**config.mk**
```make
export PLATFORM = sky130hd
export DESIGN_NAME = cursor_move_ctrl
export DESIGN_NICKNAME = d
export VERILOG_FILES = /design/src/rtl/cursor_move_ctrl.sv
export SDC_FILE = /design/constraint.sdc
export NUM_CORES = 1
export LEC_CHECK = 0
export ABC_AREA = 0
export CORE_MARGIN = 2
export CORE_UTILIZATION = 55
export CTS_CLUSTER_SIZE = 28
export DETAILED_ROUTE_END_ITERATION = 12
export HOLD_SLACK_MARGIN = 0.02
export PLACE_DENSITY = 0.75
export SETUP_SLACK_MARGIN = 0.4
export SYNTH_ARGS = -nofsm -noshare
export SYNTH_HDL_FRONTEND = slang
export SYNTH_SLANG_ARGS = --single-unit
```
**constraint.sdc**
```tcl
create_clock -name clk -period 6.7 [get_ports clk]
set_input_delay 0.67 -clock clk [delete_from_list [all_inputs] [get_ports clk]]
set_output_delay 0.67 -clock clk [all_outputs]
set_load 0.05 [all_outputs]
```
**src/rtl/cursor_move_ctrl.sv**
```systemverilog
// cursor_move_ctrl
// Turns four debounced arrow keys into single-cycle cursor move strobes.
// A fresh press moves once at once. Holding the same key moves again after
// DELAY_CYCLES, and then every RATE_CYCLES. Losing enable mid-hold locks
// the block out until every key has been released.
module cursor_move_ctrl #(
    parameter int DELAY_CYCLES = 25_000_000,
    parameter int RATE_CYCLES  = 5_000_000,
    parameter int CNT_W        = 25
) (
    input  logic clk,
    input  logic resetn,
    input  logic enable,
    input  logic key_right,
    input  logic key_left,
    input  logic key_up,
    input  logic key_down,
    output logic move_en,
    output logic move_right,
    output logic move_left,
    output logic move_up,
    output logic move_down,
    output logic repeating
);

    typedef enum logic [1:0] {
        ST_IDLE    = 2'd0,
        ST_DELAY   = 2'd1,
        ST_REPEAT  = 2'd2,
        ST_RELEASE = 2'd3
    } state_t;

    typedef enum logic [1:0] {
        DIR_RIGHT = 2'd0,
        DIR_LEFT  = 2'd1,
        DIR_UP    = 2'd2,
        DIR_DOWN  = 2'd3
    } dir_t;

    // Terminal counts: the strobe fires on the edge where the timer shows these.
    localparam logic [CNT_W-1:0] DELAY_LAST = CNT_W'(DELAY_CYCLES - 1);
    localparam logic [CNT_W-1:0] RATE_LAST  = CNT_W'(RATE_CYCLES - 1);
    localparam logic [CNT_W-1:0] CNT_ZERO   = {CNT_W{1'b0}};
    localparam logic [CNT_W-1:0] CNT_ONE    = CNT_W'(1);

    state_t           state_q, state_d;
    dir_t             dir_q, dir_d;
    logic [CNT_W-1:0] cnt_q, cnt_d;

    logic move_en_q, move_en_d;
    logic move_right_q, move_right_d;
    logic move_left_q, move_left_d;
    logic move_up_q, move_up_d;
    logic move_down_q, move_down_d;
    logic repeating_q, repeating_d;

    logic keys_any_s;
    logic dir_key_s;
    logic strobe_s;
    dir_t winner_s;

    // Fixed-priority key arbitration and lookup of the key that matches dir.
    always_comb begin
        keys_any_s = key_right | key_left | key_up | key_down;
        winner_s   = DIR_DOWN;
        if (key_right) begin
            winner_s = DIR_RIGHT;
        end else if (key_left) begin
            winner_s = DIR_LEFT;
        end else if (key_up) begin
            winner_s = DIR_UP;
        end else begin
            winner_s = DIR_DOWN;
        end
        case (dir_q)
            DIR_RIGHT: dir_key_s = key_right;
            DIR_LEFT:  dir_key_s = key_left;
            DIR_UP:    dir_key_s = key_up;
            DIR_DOWN:  dir_key_s = key_down;
            default:   dir_key_s = 1'b0;
        endcase
    end

    // Next-state, timer and strobe decision. Enable loss beats key release,
    // which beats the timer terminal count.
    always_comb begin
        state_d  = state_q;
        dir_d    = dir_q;
        cnt_d    = cnt_q;
        strobe_s = 1'b0;
        case (state_q)
            ST_IDLE: begin
                cnt_d = CNT_ZERO;
                if (enable && keys_any_s) begin
                    dir_d    = winner_s;
                    state_d  = ST_DELAY;
                    strobe_s = 1'b1;
                end else begin
                    state_d = ST_IDLE;
                end
            end
            ST_DELAY, ST_REPEAT: begin
                if (!enable) begin
                    state_d = ST_RELEASE;
                    cnt_d   = CNT_ZERO;
                end else if (!dir_key_s) begin
                    state_d = ST_IDLE;
                    cnt_d   = CNT_ZERO;
                end else if (cnt_q == ((state_q == ST_DELAY) ? DELAY_LAST : RATE_LAST)) begin
                    state_d  = ST_REPEAT;
                    cnt_d    = CNT_ZERO;
                    strobe_s = 1'b1;
                end else begin
                    cnt_d = cnt_q + CNT_ONE;
                end
            end
            ST_RELEASE: begin
                cnt_d = CNT_ZERO;
                if (!keys_any_s) begin
                    state_d = ST_IDLE;
                end else begin
                    state_d = ST_RELEASE;
                end
            end
            default: begin
                state_d = ST_IDLE;
                cnt_d   = CNT_ZERO;
            end
        endcase
    end

    // Output decode: one-hot direction only alongside the strobe.
    always_comb begin
        move_en_d    = strobe_s;
        move_right_d = strobe_s && (dir_d == DIR_RIGHT);
        move_left_d  = strobe_s && (dir_d == DIR_LEFT);
        move_up_d    = strobe_s && (dir_d == DIR_UP);
        move_down_d  = strobe_s && (dir_d == DIR_DOWN);
        repeating_d  = (state_d == ST_REPEAT);
    end

    // State, timer, direction and output registers.
    always_ff @(posedge clk or negedge resetn) begin
        if (!resetn) begin
            state_q      <= ST_IDLE;
            dir_q        <= DIR_RIGHT;
            cnt_q        <= CNT_ZERO;
            move_en_q    <= 1'b0;
            move_right_q <= 1'b0;
            move_left_q  <= 1'b0;
            move_up_q    <= 1'b0;
            move_down_q  <= 1'b0;
            repeating_q  <= 1'b0;
        end else begin
            state_q      <= state_d;
            dir_q        <= dir_d;
            cnt_q        <= cnt_d;
            move_en_q    <= move_en_d;
            move_right_q <= move_right_d;
            move_left_q  <= move_left_d;
            move_up_q    <= move_up_d;
            move_down_q  <= move_down_d;
            repeating_q  <= repeating_d;
        end
    end

    assign move_en    = move_en_q;
    assign move_right = move_right_q;
    assign move_left  = move_left_q;
    assign move_up    = move_up_q;
    assign move_down  = move_down_q;
    assign repeating  = repeating_q;

endmodule

```
==> summary.md <==
| Metric | Value |
|---|---|
| Status | finished, final reports clean |
| PwrDens | 238 mW/mm^2 |
| Hold endpoint | cnt_q[0] |
| Gpl congestion | 0.880 |
| Avg Inst Size Synth | approximately 10 sq um |
| VDD IR max | 136 uV |
| Total congestion overflow | 0 |
| Crit Reg-Reg Endpoint | state_q[0] |
| Worst path bufs/invs | 1 |
| Share of cells above drive strength 1 | 0.0780 |
| Clock slew at the register clock pins of the worst setup and hold paths | 0.07 ns |
| Die W | around 65 um |
| Cell area after synthesis | 0.00206 sq mm |
| CTS tree | built |
| CTS resizes | 0 |
| Vias in the first global route | ~1700 |
| Max-Cap Viols | 0 |
| Std cell rows | 22 |
| Largest net degree at the start of global routing | 36 |
| Filler Cell Count | 311 |
| Worst R2R Path Depth | 7 |
| Worst Clk Skew | about 0.0067 ns |
| Post-synth net total | 219 |
| Cts hold-fix bufs | 0 |
| Endpoint type of the worst setup path | flip-flop |
| Clk sinks | 35 |
| Leading area contributor after synthesis | dfrtp_1 |
| # nets final | 230 |
| Worst R2R Start | state_q[1] |
| Worst Hold Class | reg -> reg |
| Vias per inst | 6.54 |
| Finished Cell Area | 0.00228 sq mm |
| H-tree depth | 2 |
| Number of DRC markers in iteration 0 | 165 |
| Die height | 65.2 um |
| Worst EP required | 6.92 ns |
| Unrepaired setup endpoints after global routing | no |
| P&R area growth vs syn | 10.6% |
| CP cell instances | clkdlybuf4s50_1, mux4_2, nand3_1, nor2b_1, a32o_1 |
| Crit-path max cell delay | 0.76 ns |
| CTS root buf | clkbuf_8 |
| Lkg Pwr | between 0.8 and 0.9 nW |
| Met2 usage | 0.403 |
| Die ar. | 0.00425 sq mm |
| CP max FO | 27 |
| Yosys warns | 0 |
| Most used flip-flop cell after synthesis | dfrtp_1 |
| Avg WL per Cell | ~17 um |
| Area post-placement | 0.00219 sq mm |
| HPWL after DPL | 3.14 mm |
| Slew Viols, Final | 0 |
| CP Class | in -> reg |
| Post-synth ARST share | 1.00 |
| Core box area | 0.00363 sq mm |
| DR pass1 iterations | 4 |
| Setup TNS | 0 ns |
| Num CTS Buffers | 5 |
| Cell family with most CP delay | simple AND/OR/NAND/NOR gates |
| Levels on crit path | 5 |
| Library cells used by synthesis | 45 |
| Antenna viol nets, final | 0 |
| Ranking of synthesized cells by area | dfrtp_1 43%, a211oi_1 4.4%, xor2_1 3.8% |
| # diodes | 0 |
| Slowest stage cell, crit path | nand3_1 |
| Clock Tree Buf Depth | 2 |
| Fin. Hold Viols | 0 |
| Hold path start | cnt_q[0] |
| Final Setup Violations | 0 |
| Clock latency at the later pin of the worst-skew pair | 0.29 ns |
| # Post-CTS Setup Buffers | 0 |
| GRT Total Usage | 0.236 |
| CP startpoint kind | primary input |
| Vias | 1739 |
| Starting density of the core | 0.566 |
| EDFF count, synth | 0 |
| WL final | 4.52 mm |
| Fin crit share | 0.448 |
| Dpl cells | 258 |
| Top Usage Layer GRT | met2 |
| Data arrival, critical path | 3.22 ns |
| Hold path depth | 1 |
| Max_slew headroom | 0.261 |
| Boundary Pins | 13 |
| GRT met1 Usage | 0.286 |
| First-pass GRT wire length | 7.76 mm |
| Post-synthesis sequential area ratio | 0.426 |
| Post-synth top area share | 0.426 |
| Most frequent cell after synthesis | dfrtp_1 |
| Initial antenna violation count | 0 |
| Met3 Track Usage GR | 0.0411 |
| Critical path launch point | key_right |
| Worst Tran Pin Value | 1.10 ns |
| Synth cell count leaders | 35 x dfrtp_1, 15 x nor3_1, 14 x o21ai_0 |
| Max Clk Rate | 0.333 GHz |
| Flop-to-flop setup slack | 3.95 ns |
| Worst hold margin | roughly 0.47 ns |
| #FFs+latches synth | 35 |
| Fin crit period | 3.00 ns |
| Layout Cells excl Fill | 266 |
| IO buf count | 12 |
| Drt drc | 0 |
| Post-Syn Instances | 206 |
[metrics by stage]
stage	worst slack [ns]	util	power, mW
6_report	3.70	0.627	0.542
5_1_grt	3.56	0.627	0.569
4_1_cts	3.75	0.627	0.543
3_5_place_dp	3.46	0.603	0.394
3_3_place_gp	3.60	0.603	0.385
2_1_floorplan	4.47	-	0.351
[layout by cell type, fill, tap and decap left out, types with 2 or more instances in the layout]
cell / netlist / layout
ha_1: 6 / 6
nor3_1: 15 / 15
a211oi_1: 12 / 12
a21oi_1: 2 / 2
xor2_1: 9 / 9
nor2b_1: 3 / 3
a32o_1: 4 / 4
nand2b_1: 2 / 2
nand2_1: 11 / 11
o21ai_0: 14 / 14
xnor2_1: 2 / 2
nand3_1: 9 / 9
and2_1: 2 / 2
and4_1: 7 / 7
nor3b_1: 4 / 4
nor2_1: 3 / 3
nor4bb_1: 3 / 3
nor4_1: 4 / 4
dfrtp_1: 35 / 35
or3_1: 10 / 10
clkbuf_8: 0 / 5
clkdlybuf4s50_1: 0 / 12
nand4b_1: 2 / 2
nand4_1: 11 / 11
o31ai_1: 4 / 4
inv_1: 5 / 5
buf_4: 2 / 2
[cell families (layout without fill, tap and decap cells)]
logic type / count (synthesis) / count (layout) / share of synthesized area
adder cells (fa/ha/maj): 6 / 6 / 0.0365
XOR/XNOR: 11 / 11 / 0.0468
AND/OR/NAND/NOR: 95 / 95 / 0.284
flip-flops: 35 / 35 / 0.426
buffers and inverters: 15 / 27 / 0.0389
AO/OA/AOI/OAI: 43 / 43 / 0.157
multiplexers: 1 / 1 / 0.0109
[area by class of cell]
type                       count  area [sq um]  share of cell area
timing repair buffer          14           135              0.0593
clock inverter                 2          12.5             0.00549
inverter                       5          18.8             0.00824
sequential                    35           876               0.385
tap                           48          60.1              0.0264
clock buffer                   6          72.6              0.0319
multi-input combinational    156          1100               0.484
[metal layers]
metal	vias to the layer above	routed length, um
met5	-	0
met4	0	125
met3	17	249
met2	62	2240
met1	845	1910
li1	815	-
[how the worst max path moves through the flow]
stage	end
2_1_floorplan	cnt_q[2]
3_5_place_dp	move_right
3_3_place_gp	move_right
6_report	move_down
4_1_cts	move_up
5_1_grt	move_up
[where the power goes]
| part | total (mW) | internal, mW | leakage [nW] | switching [mW] |
|---|---|---|---|---|
| clock network | 0.151 | 0.0726 | 0.0412 | 0.0785 |
| logic | 0.144 | 0.0531 | 0.294 | 0.0910 |
| registers | 0.247 | 0.228 | 0.482 | 0.0188 |
[sequential cells by signal, indices dropped and copies added, names as in the netlist]
signal and flops:
cnt_q 25, dir_q 2, move_down 1, move_en 1, move_left 1, move_right 1
move_up 1, repeating 1, state_q 2
No activity file was read; power rests on OpenSTA's default activity.
